[src/rtl/mux_ctrl_seq.sv]
// Registered N:1 duty-word selector with manual and auto-scan modes, updated only on upd strobes.
// Optional MUX_CTRL_SEQ_SYNC_EN adds 2-flop synchronizers on sel and mode.
module mux_ctrl_seq #(
    parameter int WIDTH   = 7,
    parameter int NCH     = 4,
    parameter int SELW    = 2,
    parameter int DWELL_W = 8
) (
    input  logic                   clk,
    input  logic                   rst_n,
    input  logic [NCH*WIDTH-1:0]   d_in,
    input  logic [SELW-1:0]        sel,
    input  logic                   mode,
    input  logic [DWELL_W-1:0]     dwell,
    input  logic                   upd,
    output logic [WIDTH-1:0]       y,
    output logic [SELW-1:0]        ch,
    output logic                   sw
);
    localparam logic [SELW-1:0] LAST = SELW'(NCH - 1);

    typedef enum logic {MANUAL, AUTO} state_t;

    state_t             state, state_nx;
    logic [DWELL_W-1:0] cnt, cnt_nx;
    logic [SELW-1:0]    ch_nx, sel_c, sel_u;
    logic               mode_u;
    logic [WIDTH-1:0]   words [NCH];

`ifdef MUX_CTRL_SEQ_SYNC_EN
    logic [SELW-1:0] sel_s1, sel_s2;
    logic            mode_s1, mode_s2;

    always_ff @(posedge clk or negedge rst_n) begin
        if (!rst_n) begin
            sel_s1  <= '0;
            sel_s2  <= '0;
            mode_s1 <= 1'b0;
            mode_s2 <= 1'b0;
        end else begin
            sel_s1  <= sel;
            sel_s2  <= sel_s1;
            mode_s1 <= mode;
            mode_s2 <= mode_s1;
        end
    end

    assign sel_u  = sel_s2;
    assign mode_u = mode_s2;
`else
    assign sel_u  = sel;
    assign mode_u = mode;
`endif

    // Out-of-range selects land on the last channel.
    assign sel_c = (sel_u > LAST) ? LAST : sel_u;

    for (genvar g = 0; g < NCH; g++) begin : g_word
        assign words[g] = d_in[g*WIDTH +: WIDTH];
    end

    always_comb begin
        state_nx = state;
        cnt_nx   = cnt;
        ch_nx    = ch;
        case (state)
            MANUAL: begin
                if (mode_u) begin
                    state_nx = AUTO;
                    cnt_nx   = '0;
                end else begin
                    ch_nx = sel_c;
                end
            end
            AUTO: begin
                if (!mode_u) begin
                    state_nx = MANUAL;
                    cnt_nx   = '0;
                    ch_nx    = sel_c;
                end else if (cnt >= dwell) begin
                    // dwell is live: lowering it below cnt forces an advance.
                    cnt_nx = '0;
                    ch_nx  = (ch == LAST) ? '0 : ch + 1'b1;
                end else begin
                    cnt_nx = cnt + 1'b1;
                end
            end
            default: state_nx = MANUAL;
        endcase
    end

    always_ff @(posedge clk or negedge rst_n) begin
        if (!rst_n) begin
            state <= MANUAL;
            cnt   <= '0;
            ch    <= '0;
            y     <= '0;
            sw    <= 1'b0;
        end else if (upd) begin
            state <= state_nx;
            cnt   <= cnt_nx;
            ch    <= ch_nx;
            y     <= words[ch_nx];
            sw    <= (ch_nx != ch);
        end else begin
            sw <= 1'b0;
        end
    end
endmodule

[config.mk]
export PLATFORM = sky130hd
export DESIGN_NAME = mux_ctrl_seq
export DESIGN_NICKNAME = d
export VERILOG_FILES = /design/src/rtl/mux_ctrl_seq.sv
export SDC_FILE = /design/constraint.sdc
export NUM_CORES = 1
export LEC_CHECK = 0
export BUFFER_PORTS_ARGS = -buffer_cell sky130_fd_sc_hd__buf_2
export CAP_MARGIN = 20
export CELL_PAD_IN_SITES_DETAIL_PLACEMENT = 2
export CELL_PAD_IN_SITES_GLOBAL_PLACEMENT = 2
export CORE_ASPECT_RATIO = 0.8
export CORE_UTILIZATION = 28
export CTS_CLUSTER_DIAMETER = 60
export DETAILED_ROUTE_END_ITERATION = 10
export PLACE_DENSITY = 0.77
export SYNTH_ARGS = -nofsm -noshare
export SYNTH_HDL_FRONTEND = slang
export SYNTH_SLANG_ARGS = --single-unit
[constraint.sdc]
create_clock -name clk -period 2.9 [get_ports clk]
set_input_delay 0.145 -clock clk [delete_from_list [all_inputs] [get_ports clk]]
set_output_delay 0.145 -clock clk [all_outputs]
set_load 0.01 [all_outputs]
## After elaboration in Yosys (flattened, before gate mapping)

Cells that the tools add are included.

| storage, ports and cells | value |
|---|---|
| bits in registers | 19 |
| bits of input ports | 42 |
| output and inout bits | 10 |
| logic and storage cells | 31 |

| operators by class | value |
|---|---|
| add/sub/neg operators | 2 |
| $lt $le $gt $ge | 3 |
| eq/ne operators | 3 |
| mux-type cells | 15 |
| bitwise gates (word level) | 2 |
| reduce and logical (&&, ||, !) cells | 1 |

Operators with widths:

| cell | count |
|---|---|
| $mux W8 | 3 |
| $pmux W8 S2 | 1 |
| $bmux W7 S2 | 1 |
| $mux W7 | 2 |
| $mux W2 | 5 |
| $add A8 B1 Y8 const B | 1 |
| $ge A8 B8 Y1 | 1 |
| $pmux W2 S2 | 1 |
| $ge A3 B3 Y1 const B | 1 |
| $not A2 Y3 | 1 |
| $add A2 B1 Y2 const B | 1 |
| $eq A2 B2 Y1 const B | 1 |
| $gt A2 B2 Y1 const B | 1 |
| $mux W1 | 2 |
| $ne A2 B2 Y1 | 1 |
| $ne A2 B2 Y1 const B | 1 |
| $reduce_and A2 Y1 | 1 |
| $not A1 Y1 | 1 |

## Depth between registers and ports, before layout

| logic depth | value |
|---|---|
| depth in word-level cells | 9 |
| gate-level depth with buffers | 10 |

## Worst setup path after synthesis

Ideal clock, no wire load.

| timing path | value |
|---|---|
| path type | register -> register |
| start point | register cnt[0] |
| end point | register y[0] |
| setup time | 0.142 ns |
| arrival | 2.138 ns |
| required time | 2.758 ns |
| setup slack | 0.620 ns |
| stages on the path, launching flop included | 11 |
| path buffers | 1 |
| cell sequence | dfrtp_1 -> inv_1 -> ha_1 -> nand2b_4 -> a2111oi_4 -> o31a_2 -> o221ai_1 -> and2_1 -> buf_4 -> o32ai_1 -> a211oi_1 |

| between the ends | value |
|---|---|
| longest elaborated chain between the ends | 8 |

Ends and longest elaborated chain:

| what | RTL line | RTL |
|---|---|---|
| from (decl) | 25 | `logic [DWELL_W-1:0] cnt, cnt_nx;` |
| from (signal assigned) | 101 | `cnt <= cnt_nx;` |
| $ge A8 B8 Y1 | 80 | `end else if (cnt >= dwell) begin` |
| $mux W2 | 80 |  |
| $mux W2 | 76 | `if (!mode_u) begin` |
| $pmux W2 S2 | 66 | `case (state)` |
| $not A2 Y3 (not written as such) | 103 | `y <= words[ch_nx];` |
| $bmux W7 S2 | 103 |  |
| $mux W7 (not written as such) (2 in series) | 103 |  |
| to (signal assigned) | 103 |  |
| to (decl) | 16 | `output logic [WIDTH-1:0] y,` |

No other way between the ends. The select of a mux whose other input is x is not followed.
A chain may end at the register's enable or synchronous reset.

## Final worst setup path

| timing path | value |
|---|---|
| start point | register cnt[5] |
| end point | register y[0] |

Same word-level chain as after synthesis.

==> results.md <==
• 4 — iteration count of the initial detailed-routing pass
• 3840 um — placed wire-length estimate after detailed placement
• 65.2 um — die height
• 17.9 um — DR WL/cell
• 0 — total grt overflow
• 1,493 — vias in the first global route
• 4800 um — Routed Wire Length
• 582 ps — pin slew with the least headroom to its limit
• ha_1 -> nand4_1 -> o32ai_1 -> o221ai_2 -> buf_4 -> and3_2 -> o32ai_1 -> a211oi_1 — cells along the critical path
• 1,412 — total via count after detailed routing
• 418 mW/mm^2 — Power Density
• sky130_fd_sc_hd__clkbuf_8 — root buffer selected by CTS
• register — launching element type of the critical path
• 5.27 — via-per-instance ratio
• 2790 ps — post-layout min period
• 0 — remaining design rule violation count
• 0.609 — Max-slew headroom
• finished clean — result of the run
• 156 — number of instances in the synthesized netlist
• 0.0153 — GR met3 Demand/Resource
• register to register — category of the most critical setup path
• 3 — clock buffer count from CTS
• 0.00468 mm^2 — placeable core area
• 0.332 — ratio of cells with drive above 1 in the final layout
• 3020 ps — worst endpoint required time
• 0.241 — met1 Usage GRT
• 261 — nets
• 0 — warning count from the yosys run
• 0.769 — final weighted congestion in routability-driven placement
• 1 — CTS H-Tree Depth
• 10.0 ps — clock skew after layout
• 0 — number of max-cap violations
• sky130_fd_sc_hd__dfrtp_1 — library cell occupying the most area in the post-synthesis netlist
• 0.340 — sequential-to-total area share from yosys stat
• met2 — Most Used Layer, Global Route
• yes — clock tree from TritonCTS
• 52 — boundary pin count
• 0.000854 uW — cell leakage power
• 0.340 — Synth top area share
• 0 — Setup Viol. Count Final
• 0.964 — post-route fraction of the period consumed by the critical path
• 1 — number of buffers and inverters on the critical path
• 0.190 — overall fraction of global-route tracks in use
• sky130_fd_sc_hd__o32ai_1 — cell occurring most often along the worst timing path
• register — endpoint class of the critical path
• 0.299 — initial standard-cell utilization of the core
• 0 — number of diodes
• 8 — count of cells along the worst register-to-register path
• 30 — maximum number of pins on one net before global-route repair
• 19 — flip-flop and latch count after synthesis
• sky130_fd_sc_hd__o32ai_1 — master of the slowest instance on the critical path
• 8 — Levels on crit path
• 2 — buffer levels on the longest clock path
• 2920 ps — critical path data arrival time
• no — unrepaired setup endpoints after global routing
• 0.00140 mm^2 — cell area after technology mapping
• 0 — antenna violations before repair
• 25.9% — area grow syn2layout
• 736 uW — Final Total Pwr
• input port to register — path category of the worst min-delay check
• 270 ps — clk_lat worst skew
• 470 ps — largest stage delay on the critical path
• 50 — initial detailed-routing violation count
• 19 — number of sinks handled by clock tree synthesis
• sky130_fd_sc_hd__dfrtp_1, sky130_fd_sc_hd__ha_1, sky130_fd_sc_hd__o21ai_0 — Synth area leaders
• 0 ps — Fin Setup TNS
• 3 — worst hold path depth
• 22 — site row count
• 208 — post-synth net total
• 8 — Critical Path Fanout Max
• 8.97 um^2 — synthesized area per cell
• 0.358 GHz — f_max
• 0 — number of slew-limit violations in the final report
• 0 — Final Hold Violating Endpoints
• 0.337 — M2 GR Usage
• 0.00528 mm^2 — die area
• 36 — post-synthesis cell type count
• compound AO/OA/AOI/OAI gates — family of cells with the greatest summed delay on the critical path
• 7520 um — wire length of the first global-routing pass
• 80 ps — clock-pin transition on the worst setup and hold timing paths
• 81.0 um — width of the chip
• 51 — PortBufs
• 110 ps — FF-to-FF setup slack
• 0 — antenna-violating nets left
• 0.157 mV — Max IR drop VDD
## metal layers
| layer | vias to the layer above | wire [um] |
|---|---|---|
| met5 | - | 0 |
| met1 | 703 | 2200 |
| li1 | 673 | - |
| met4 | 0 | 81 |
| met2 | 27 | 2420 |
| met3 | 9 | 99 |
## what timing repair did
action	4_1_cts	5_1_grt
gates resized for setup	0	0
endpoints found under the setup margin	3	3
buffers inserted	3	1
pin swaps	1	1
endpoints found under the hold margin	19	0
hold buffers	1	0
## power by group
part           switching (uW)  total, uW  internal (uW)
Sequential               20.8        313            292
Clock                    96.9        193           95.8
Combinational             126        231            105
## cell families after synthesis
logic type,count (synthesis),synth area share
buffers and inverters,21,0.0733
muxes,2,0.0143
adders and majority gates,10,0.0894
AOI/OAI and AO/OA,46,0.245
DFF,19,0.340
xor gates and xnor gates,3,0.0188
and+or+nand+nor,55,0.219
## layout by cell type, fill, tap and decap left out, drive strengths merged, types with 5 or more instances in the layout
cell type  instances
o32ai              7
inv               13
o21ai             16
dfrtp             19
nand2             11
and3               9
ha                10
buf               55
nor4b              6
nor2              14
a21boi             6
a211oi             6
nand2b             5
## worst paths after layout
check | from | to
min in group asynchronous | rst_n | y[2]
worst max register to register | cnt[5] | y[0]
worst max-delay path | cnt[5] | y[0]
max in group asynchronous | rst_n | cnt[6]
worst min register to register | y[6] | y[6]
worst min-delay path | d_in[24] | y[3]
## synth_stat cells
cell type                   instances
sky130_fd_sc_hd__o32ai_1            7
sky130_fd_sc_hd__inv_1             12
sky130_fd_sc_hd__clkbuf_1           5
sky130_fd_sc_hd__o31ai_1            1
sky130_fd_sc_hd__and3_2             3
sky130_fd_sc_hd__o21ai_1            1
sky130_fd_sc_hd__and2_4             1
sky130_fd_sc_hd__a211oi_1           6
sky130_fd_sc_hd__nor4b_1            6
sky130_fd_sc_hd__nand2b_4           1
sky130_fd_sc_hd__mux2i_1            2
sky130_fd_sc_hd__or2_2              1
sky130_fd_sc_hd__ha_1              10
sky130_fd_sc_hd__buf_12             1
sky130_fd_sc_hd__and2_1             1
sky130_fd_sc_hd__a21boi_0           6
sky130_fd_sc_hd__inv_2              1
sky130_fd_sc_hd__o21a_1             2
sky130_fd_sc_hd__dfrtp_1           19
sky130_fd_sc_hd__a21oi_1            2
sky130_fd_sc_hd__buf_4              2
sky130_fd_sc_hd__o221ai_1           2
sky130_fd_sc_hd__a2111oi_4          1
sky130_fd_sc_hd__nand2_1           11
sky130_fd_sc_hd__o221ai_2           1
sky130_fd_sc_hd__o21ai_0           15
sky130_fd_sc_hd__and3_1             6
sky130_fd_sc_hd__o31a_1             1
sky130_fd_sc_hd__xor2_1             2
sky130_fd_sc_hd__o31a_2             1
sky130_fd_sc_hd__xnor2_1            1
sky130_fd_sc_hd__nand3_1            3
sky130_fd_sc_hd__or3_1              1
sky130_fd_sc_hd__nand4_1            3
sky130_fd_sc_hd__nand2b_1           4
sky130_fd_sc_hd__nor2_1            14
## through the flow
| step | instances | utilization | worst slack [ps] | hold slack [ps] | area, um^2 |
|---|---|---|---|---|---|
| 3_3_place_gp | 259 | 0.358 | 222 | 116 | 1680 |
| 2_1_floorplan | 156 | - | 620 | -151 | 1400 |
| 3_5_place_dp | 259 | 0.358 | -10.1 | 131 | 1680 |
| 5_1_grt | 268 | 0.376 | 11.8 | 214 | 1760 |
| 6_report | 268 | 0.376 | 105 | 210 | 1760 |
| 4_1_cts | 267 | 0.375 | 106 | 208 | 1750 |
## flip-flops by register name (all words and copies together) (netlist names)
name and cells:
y 7, ch 2, cnt 8, sw 1
state 1
## worst register-to-register path, cell delays in order (launching register included)
cell	delay, ps
sky130_fd_sc_hd__dfrtp_1	430
sky130_fd_sc_hd__ha_1	320
sky130_fd_sc_hd__nand4_1	180
sky130_fd_sc_hd__o32ai_1	470
sky130_fd_sc_hd__o221ai_2	260
sky130_fd_sc_hd__buf_4	200
sky130_fd_sc_hd__and3_2	180
sky130_fd_sc_hd__o32ai_1	440
sky130_fd_sc_hd__a211oi_1	170
## layout make-up
type	count	area, um^2
Timing Repair Buffer	56	295
Multi-Input combinational cell	116	821
Sequential cell	19	475
Clock inverter	1	5.00
Tap cell	60	75.1
Clock buffer	3	41.3
Fill cell	554	2920
Inverter	13	48.8
(Power assumes the default switching activity.)
